**config.mk**
```make
export PLATFORM = sky130hd
export DESIGN_NAME = mem_bus_arbiter
export DESIGN_NICKNAME = d
export VERILOG_FILES = /design/src/rtl/mem_bus_arbiter.sv
export SDC_FILE = /design/constraint.sdc
export NUM_CORES = 1
export LEC_CHECK = 0
export ABC_CLOCK_PERIOD_IN_PS = 7490
export CAP_MARGIN = 20
export CORE_MARGIN = 3
export CORE_UTILIZATION = 44
export CTS_CLUSTER_SIZE = 30
export DETAILED_ROUTE_END_ITERATION = 10
export GPL_ROUTABILITY_DRIVEN = 0
export PLACE_DENSITY = 0.94
export SLEW_MARGIN = 10
export SYNTH_ARGS = -nofsm -noshare
export SYNTH_HDL_FRONTEND = slang
export SYNTH_SLANG_ARGS = --single-unit
```
**constraint.sdc**
```tcl
create_clock -name CLK -period 7.49 [get_ports CLK]
set_input_delay 1.498 -clock CLK [delete_from_list [all_inputs] [get_ports CLK]]
set_output_delay 1.498 -clock CLK [all_outputs]
set_load 0.01 [all_outputs]
```
**src/rtl/mem_bus_arbiter.sv**
```systemverilog
// mem_bus_arbiter
//   Two-port (fetch / data) round-robin arbiter for a single memory bus.
//   Sequence per transaction: IDLE -> SETUP -> ACCESS -> DONE -> IDLE.
//   All outputs are registered.
//
//   Optional feature macro: MEM_BUS_ARBITER_TIMEOUT_EN
//     When defined, an ACCESS that sees no M_MOC for TIMEOUT_CYCLES cycles
//     is aborted: DONE pulses together with ERR and the read register is
//     loaded with 0. When undefined, ACCESS waits for M_MOC indefinitely
//     and ERR is tied low.
//
// Ports
//   CLK, CLR                  clock, async active-high reset
//   F_REQ, F_ADDR             fetch request (held until F_DONE) and address
//   F_DONE, F_DATA            fetch complete pulse, fetch read data
//   D_REQ, D_RW, D_ADDR,      data request (held until D_DONE), 1 = read,
//   D_WDATA, D_SIZE, D_SIGN   address, write data, size, sign-extend flag
//   D_DONE, D_RDATA           data complete pulse, data read result
//   M_MOV, M_RW, M_ADDR,      memory operation valid, 1 = read, address,
//   M_WDATA, M_SIZE, M_SIGN   write data, size, sign
//   M_MOC, M_RDATA            memory operation complete, memory read data
//   BUSY                      high in every state except IDLE
//   ERR                       pulse with DONE when the access was aborted
module mem_bus_arbiter #(
   parameter int unsigned TIMEOUT_CYCLES = 15
) (
   input  logic        CLK,
   input  logic        CLR,
   input  logic        F_REQ,
   input  logic [31:0] F_ADDR,
   output logic        F_DONE,
   output logic [31:0] F_DATA,
   input  logic        D_REQ,
   input  logic        D_RW,
   input  logic [31:0] D_ADDR,
   input  logic [31:0] D_WDATA,
   input  logic [1:0]  D_SIZE,
   input  logic        D_SIGN,
   output logic        D_DONE,
   output logic [31:0] D_RDATA,
   output logic        M_MOV,
   output logic        M_RW,
   output logic [31:0] M_ADDR,
   output logic [31:0] M_WDATA,
   output logic [1:0]  M_SIZE,
   output logic        M_SIGN,
   input  logic        M_MOC,
   input  logic [31:0] M_RDATA,
   output logic        BUSY,
   output logic        ERR
);

   // The ACCESS counter is 4 bits wide, so the limit must fit in 1..15.
   if (TIMEOUT_CYCLES < 1 || TIMEOUT_CYCLES > 15) begin : g_timeout_range
      $error("mem_bus_arbiter: TIMEOUT_CYCLES must be in 1..15");
   end

   typedef enum logic [1:0] {
      IDLE   = 2'd0,
      SETUP  = 2'd1,
      ACCESS = 2'd2,
      DONE   = 2'd3
   } state_t;

   state_t state;
   logic   last_d;   // 1: data port was served last
   logic   win_d;    // 1: current transaction belongs to the data port
   logic   grant_d;

   // Data wins when alone, or on contention when fetch was served last.
   // Reset clears last_d, so data wins the first contention.
   assign grant_d = D_REQ & (~F_REQ | ~last_d);

`ifdef MEM_BUS_ARBITER_TIMEOUT_EN
   localparam logic [3:0] TO_LAST = 4'(TIMEOUT_CYCLES - 1);
   logic [3:0] cnt;
`else
   assign ERR = 1'b0;
`endif

   always_ff @(posedge CLK or posedge CLR) begin
      if (CLR) begin
         state   <= IDLE;
         last_d  <= 1'b0;
         win_d   <= 1'b0;
         F_DONE  <= 1'b0;
         F_DATA  <= '0;
         D_DONE  <= 1'b0;
         D_RDATA <= '0;
         M_MOV   <= 1'b0;
         M_RW    <= 1'b0;
         M_ADDR  <= '0;
         M_WDATA <= '0;
         M_SIZE  <= '0;
         M_SIGN  <= 1'b0;
         BUSY    <= 1'b0;
`ifdef MEM_BUS_ARBITER_TIMEOUT_EN
         cnt     <= '0;
         ERR     <= 1'b0;
`endif
      end else begin
         case (state)
            IDLE: begin
               if (F_REQ || D_REQ) begin
                  state <= SETUP;
                  BUSY  <= 1'b1;
                  win_d <= grant_d;
                  if (grant_d) begin
                     M_RW    <= D_RW;
                     M_ADDR  <= D_ADDR;
                     M_WDATA <= D_WDATA;
                     M_SIZE  <= D_SIZE;
                     M_SIGN  <= D_SIGN;
                  end else begin
                     // Fetch is always a full-word unsigned read.
                     M_RW    <= 1'b1;
                     M_ADDR  <= F_ADDR;
                     M_WDATA <= '0;
                     M_SIZE  <= 2'b10;
                     M_SIGN  <= 1'b0;
                  end
               end
            end
            SETUP: begin
               state <= ACCESS;
               M_MOV <= 1'b1;
`ifdef MEM_BUS_ARBITER_TIMEOUT_EN
               cnt   <= '0;
`endif
            end
            ACCESS: begin
               if (M_MOC) begin
                  state <= DONE;
                  M_MOV <= 1'b0;
                  if (win_d) begin
                     D_DONE <= 1'b1;
                     if (M_RW) D_RDATA <= M_RDATA;
                  end else begin
                     F_DONE <= 1'b1;
                     F_DATA <= M_RDATA;
                  end
               end
`ifdef MEM_BUS_ARBITER_TIMEOUT_EN
               else if (cnt == TO_LAST) begin
                  state <= DONE;
                  M_MOV <= 1'b0;
                  ERR   <= 1'b1;
                  if (win_d) begin
                     D_DONE  <= 1'b1;
                     D_RDATA <= '0;
                  end else begin
                     F_DONE <= 1'b1;
                     F_DATA <= '0;
                  end
               end else begin
                  cnt <= cnt + 4'd1;
               end
`endif
            end
            DONE: begin
               state  <= IDLE;
               BUSY   <= 1'b0;
               F_DONE <= 1'b0;
               D_DONE <= 1'b0;
               last_d <= win_d;
`ifdef MEM_BUS_ARBITER_TIMEOUT_EN
               ERR    <= 1'b0;
`endif
            end
            default: state <= IDLE;
         endcase
      end
   end

endmodule

```
==> flow_results.xml <==
<?xml version="1.0" encoding="UTF-8"?>
<metrics>
  <group name="timing">
    <metric name="maxSlewViolCount" unit="">0</metric>
    <metric name="post-route-period-util" unit="%">43.9</metric>
    <metric name="skew" unit="ns">0.00914</metric>
    <metric name="grt_setup_unrepaired" unit="">false</metric>
    <metric name="finalHoldViolCount" unit="">0</metric>
    <metric name="fin_crit" unit="ns">3.29</metric>
    <metric name="worst_slew_margin_rel" unit="%">39.1</metric>
    <metric name="totalNegativeSetupSlack" unit="ns">0</metric>
    <metric name="setup_viol" unit="">0</metric>
    <metric name="timing_worst_slew_pin_value" unit="ns">0.914</metric>
    <metric name="max_clock_freq" unit="MHz">304</metric>
  </group>
  <group name="synthesis">
    <metric name="synth-seq-cells" unit="">140</metric>
    <metric name="yosys.cell_types.count" unit="">28</metric>
    <metric name="yosysWarnings" unit="">0</metric>
    <metric name="synth_enable_flop_cells" unit="">0</metric>
    <metric name="most_frequent_cell_after_synthesis" unit="">sky130_fd_sc_hd__dfrtp_1</metric>
    <metric name="synth_async_sr_flop_share" unit="%">100</metric>
    <metric name="share_of_the_synthesized_area_in_the_top_cell_type" unit="%">63.0</metric>
    <metric name="synthDominantAreaCellType" unit="">sky130_fd_sc_hd__dfrtp_1</metric>
    <metric name="synthesis.area_per_instance" unit="um2">12.6</metric>
    <metric name="post_synth_inst_count" unit="">440</metric>
    <metric name="ys_top_cells_by_count" unit="">sky130_fd_sc_hd__dfrtp_1 (140), sky130_fd_sc_hd__a21oi_1 (68), sky130_fd_sc_hd__mux2_1 (65)</metric>
    <metric name="synth_area" unit="um2">5560</metric>
    <metric name="postSynthNetCount" unit="">584</metric>
    <metric name="synth_ff_type" unit="">sky130_fd_sc_hd__dfrtp_1</metric>
    <metric name="netlist_top_cells_area" unit="">sky130_fd_sc_hd__dfrtp_1 (63%), sky130_fd_sc_hd__mux2_1 (13%), sky130_fd_sc_hd__a21oi_1 (6.1%)</metric>
    <metric name="yosysSeqAreaShare" unit="%">63.0</metric>
  </group>
  <group name="floorplanning">
    <metric name="chipHeight" unit="um">118</metric>
    <metric name="core" unit="um2">12200</metric>
    <metric name="num_io_pins" unit="">274</metric>
    <metric name="initial_standard_cell_utilization_of_the_core" unit="%">45.8</metric>
    <metric name="die_area" unit="um2">14000</metric>
    <metric name="die_w" unit="um">118</metric>
    <metric name="placement_rows" unit="">40</metric>
  </group>
  <group name="grt">
    <metric name="gr-usage-all-layers" unit="%">24.8</metric>
    <metric name="grt_max_degree" unit="">74</metric>
    <metric name="grt_antenna_before_repair" unit="">0</metric>
    <metric name="wire_length_of_the_first_global_routing_pass" unit="mm">27.5</metric>
    <metric name="number_of_global_route_vias_before_repair" unit="">5015</metric>
    <metric name="global_route.overflow_total" unit="">0</metric>
  </group>
  <group name="worst_setup_path">
    <metric name="worstSetupStartpointType" unit="">input port</metric>
    <metric name="crit_path_end_kind" unit="">register</metric>
    <metric name="library_cell_contributing_the_largest_single_delay_on_the_critical_path" unit="">sky130_fd_sc_hd__o21ai_4</metric>
    <metric name="timing.critical_path.fanout_max" unit="">35</metric>
    <metric name="crit_required" unit="ns">7.80</metric>
    <metric name="timing_worst_setup_path_type" unit="">input port to register</metric>
    <metric name="crit_path_frequent_cell" unit="">sky130_fd_sc_hd__a21oi_1</metric>
    <metric name="ordered_cell_list_for_the_critical_path" unit="">clkdlybuf4s50_1 &gt; o21ai_4 &gt; buf_4 &gt; a21oi_1 &gt; a21oi_1</metric>
    <metric name="cpPeakStageDelay" unit="ns">0.75</metric>
    <metric name="arrival" unit="ns">3.60</metric>
  </group>
  <group name="detailed_routing">
    <metric name="num_vias" unit="">4570</metric>
    <metric name="wl" unit="mm">17.3</metric>
    <metric name="vias_per_cell" unit="">5.15</metric>
    <metric name="postRouteAntennaNets" unit="">0</metric>
    <metric name="firstDrtPassIters" unit="">4</metric>
    <metric name="route.detailed.drc" unit="">0</metric>
    <metric name="initialDrtViolationCount" unit="">315</metric>
    <metric name="avgRoutedWirePerCell" unit="um">19.5</metric>
  </group>
  <group name="cts">
    <metric name="cts.reportedPaths.clkPinSlew" unit="ns">0.05</metric>
    <metric name="clock_sinks" unit="">140</metric>
    <metric name="clk_path_buf_depth" unit="">2</metric>
    <metric name="cts_tree" unit="">yes</metric>
    <metric name="postCtsSetupBuffers" unit="">0</metric>
    <metric name="ctsHtreeMaxLevel" unit="">4</metric>
    <metric name="ctsRootBufferMaster" unit="">sky130_fd_sc_hd__clkbuf_16</metric>
    <metric name="post_cts_resize_count" unit="">0</metric>
    <metric name="hold_buffers" unit="">0</metric>
    <metric name="tritoncts.num_buffers" unit="">17</metric>
    <metric name="clk_latency" unit="ns">0.40</metric>
  </group>
  <group name="layout">
    <metric name="syn2layout_area_growth" unit="%">62.0</metric>
    <metric name="nFillCells" unit="">792</metric>
    <metric name="finalNetCount" unit="">853</metric>
    <metric name="final_cell_count_no_fill" unit="">888</metric>
    <metric name="post_route_cells_drive_above_1_share" unit="%">5.56</metric>
    <metric name="n_antenna_cell" unit="">0</metric>
  </group>
  <group name="power">
    <metric name="vdd.ir_drop.worst" unit="mV">0.216</metric>
    <metric name="power_per_cell_area" unit="nW/um2">428</metric>
    <metric name="power.leakage" unit="nW">3.87</metric>
  </group>
  <group name="placement">
    <metric name="place.port_buffers" unit="">272</metric>
    <metric name="dp_cells" unit="">857</metric>
    <metric name="hpwlAfterDp" unit="mm">12.1</metric>
  </group>
  <group name="worst_hold_path">
    <metric name="hp-class" unit="">register to register</metric>
  </group>
  <group name="outcome">
    <metric name="outcome" unit="">completed</metric>
  </group>
  <group name="job">
    <metric name="timing.max_cap.violations" unit="">0</metric>
  </group>
</metrics>
final timing paths:
check,from,endpoint,slack (ns),cells after the start
worst min-delay path,M_MOV,M_MOV,0.48,2
worst max-delay path,F_REQ,M_ADDR[28],4.20,5
worst max register to register,state[0],F_DATA[2],5.23,5
min in group asynchronous,CLR,F_DATA[25],1.55,2
worst min register to register,M_MOV,M_MOV,0.48,2
max in group asynchronous,CLR,M_ADDR[4],4.59,3
cell usage in the layout, fill, tap and decap left out, drive strengths merged, types with 4 or more instances in the layout:
master and n:
inv 6, clkinvlp 4, buf 6, dfrtp 140, mux2i 4, ha 7, clkdlybuf4s50 272, clkbuf 20
a21oi 68, nor2 35, nand2 37, mux2 66, a22o 34
power by group:
group	internal (mW)	switching [mW]
logic	0.941	0.729
clock network	0.530	0.307
registers	1.12	0.235
routing by layer:
layer,up-vias,GRT usage (%),part of all wire (%)
li1,2080,-,-
met2,240,42.9,51
met1,2222,30.1,40
met5,-,0,0
met3,28,6.89,7.2
met4,0,8.04,2.3
final cells by class:
type	count	area [um2]	share of cell area, %
Clock buffer	20	447	4.96
Clock inverter	10	143	1.58
Inverter	5	23.8	0.264
Multi-Input combinational cell	267	1900	21.1
Sequential cell	140	3500	38.9
Tap cell	168	210	2.33
Timing Repair Buffer	278	2780	30.9
worst max-delay path: cells and delay by family:
| kind | cells | cell delay [ns] |
|---|---|---|
| AO/OA/AOI/OAI | 3 | 1.06 |
| buffers and inverters | 2 | 1.02 |
stage by stage:
| step | hold slack [ns] | power (mW) | utilization, % | area [um2] | setup slack, ns |
|---|---|---|---|---|---|
| finish | 0.481 | 3.86 | 74.1 | 9010 | 4.20 |
| global route | 0.507 | 4.06 | 74.1 | 9010 | 4.06 |
| CTS | 0.485 | 3.88 | 74.0 | 9000 | 4.25 |
| detailed placement | 0.470 | 3.00 | 69.1 | 8410 | 3.83 |
| global placement | 0.470 | 2.90 | 69.0 | 8390 | 4.01 |
| floorplan | 0.515 | 2.04 | - | 5560 | 2.24 |
sequential cells by signal (all words and copies together) (netlist names), 2 cells and up:
register  cells
M_ADDR       32
M_WDATA      32
F_DATA       32
D_RDATA      32
state         2
M_SIZE        2
cell families (layout without fill, tap and decap cells):
family / Yosys count / count (layout) / synth area share, %
mux: 70 / 70 / 14.1
other cells: 1 / 1 / 0.0674
simple gates: 77 / 77 / 5.49
buf+inv: 33 / 313 / 3.01
flops: 140 / 140 / 63.0
fa+ha+maj: 7 / 7 / 1.57
compound gates: 112 / 112 / 12.8
Power figures use the tool's default switching activity.
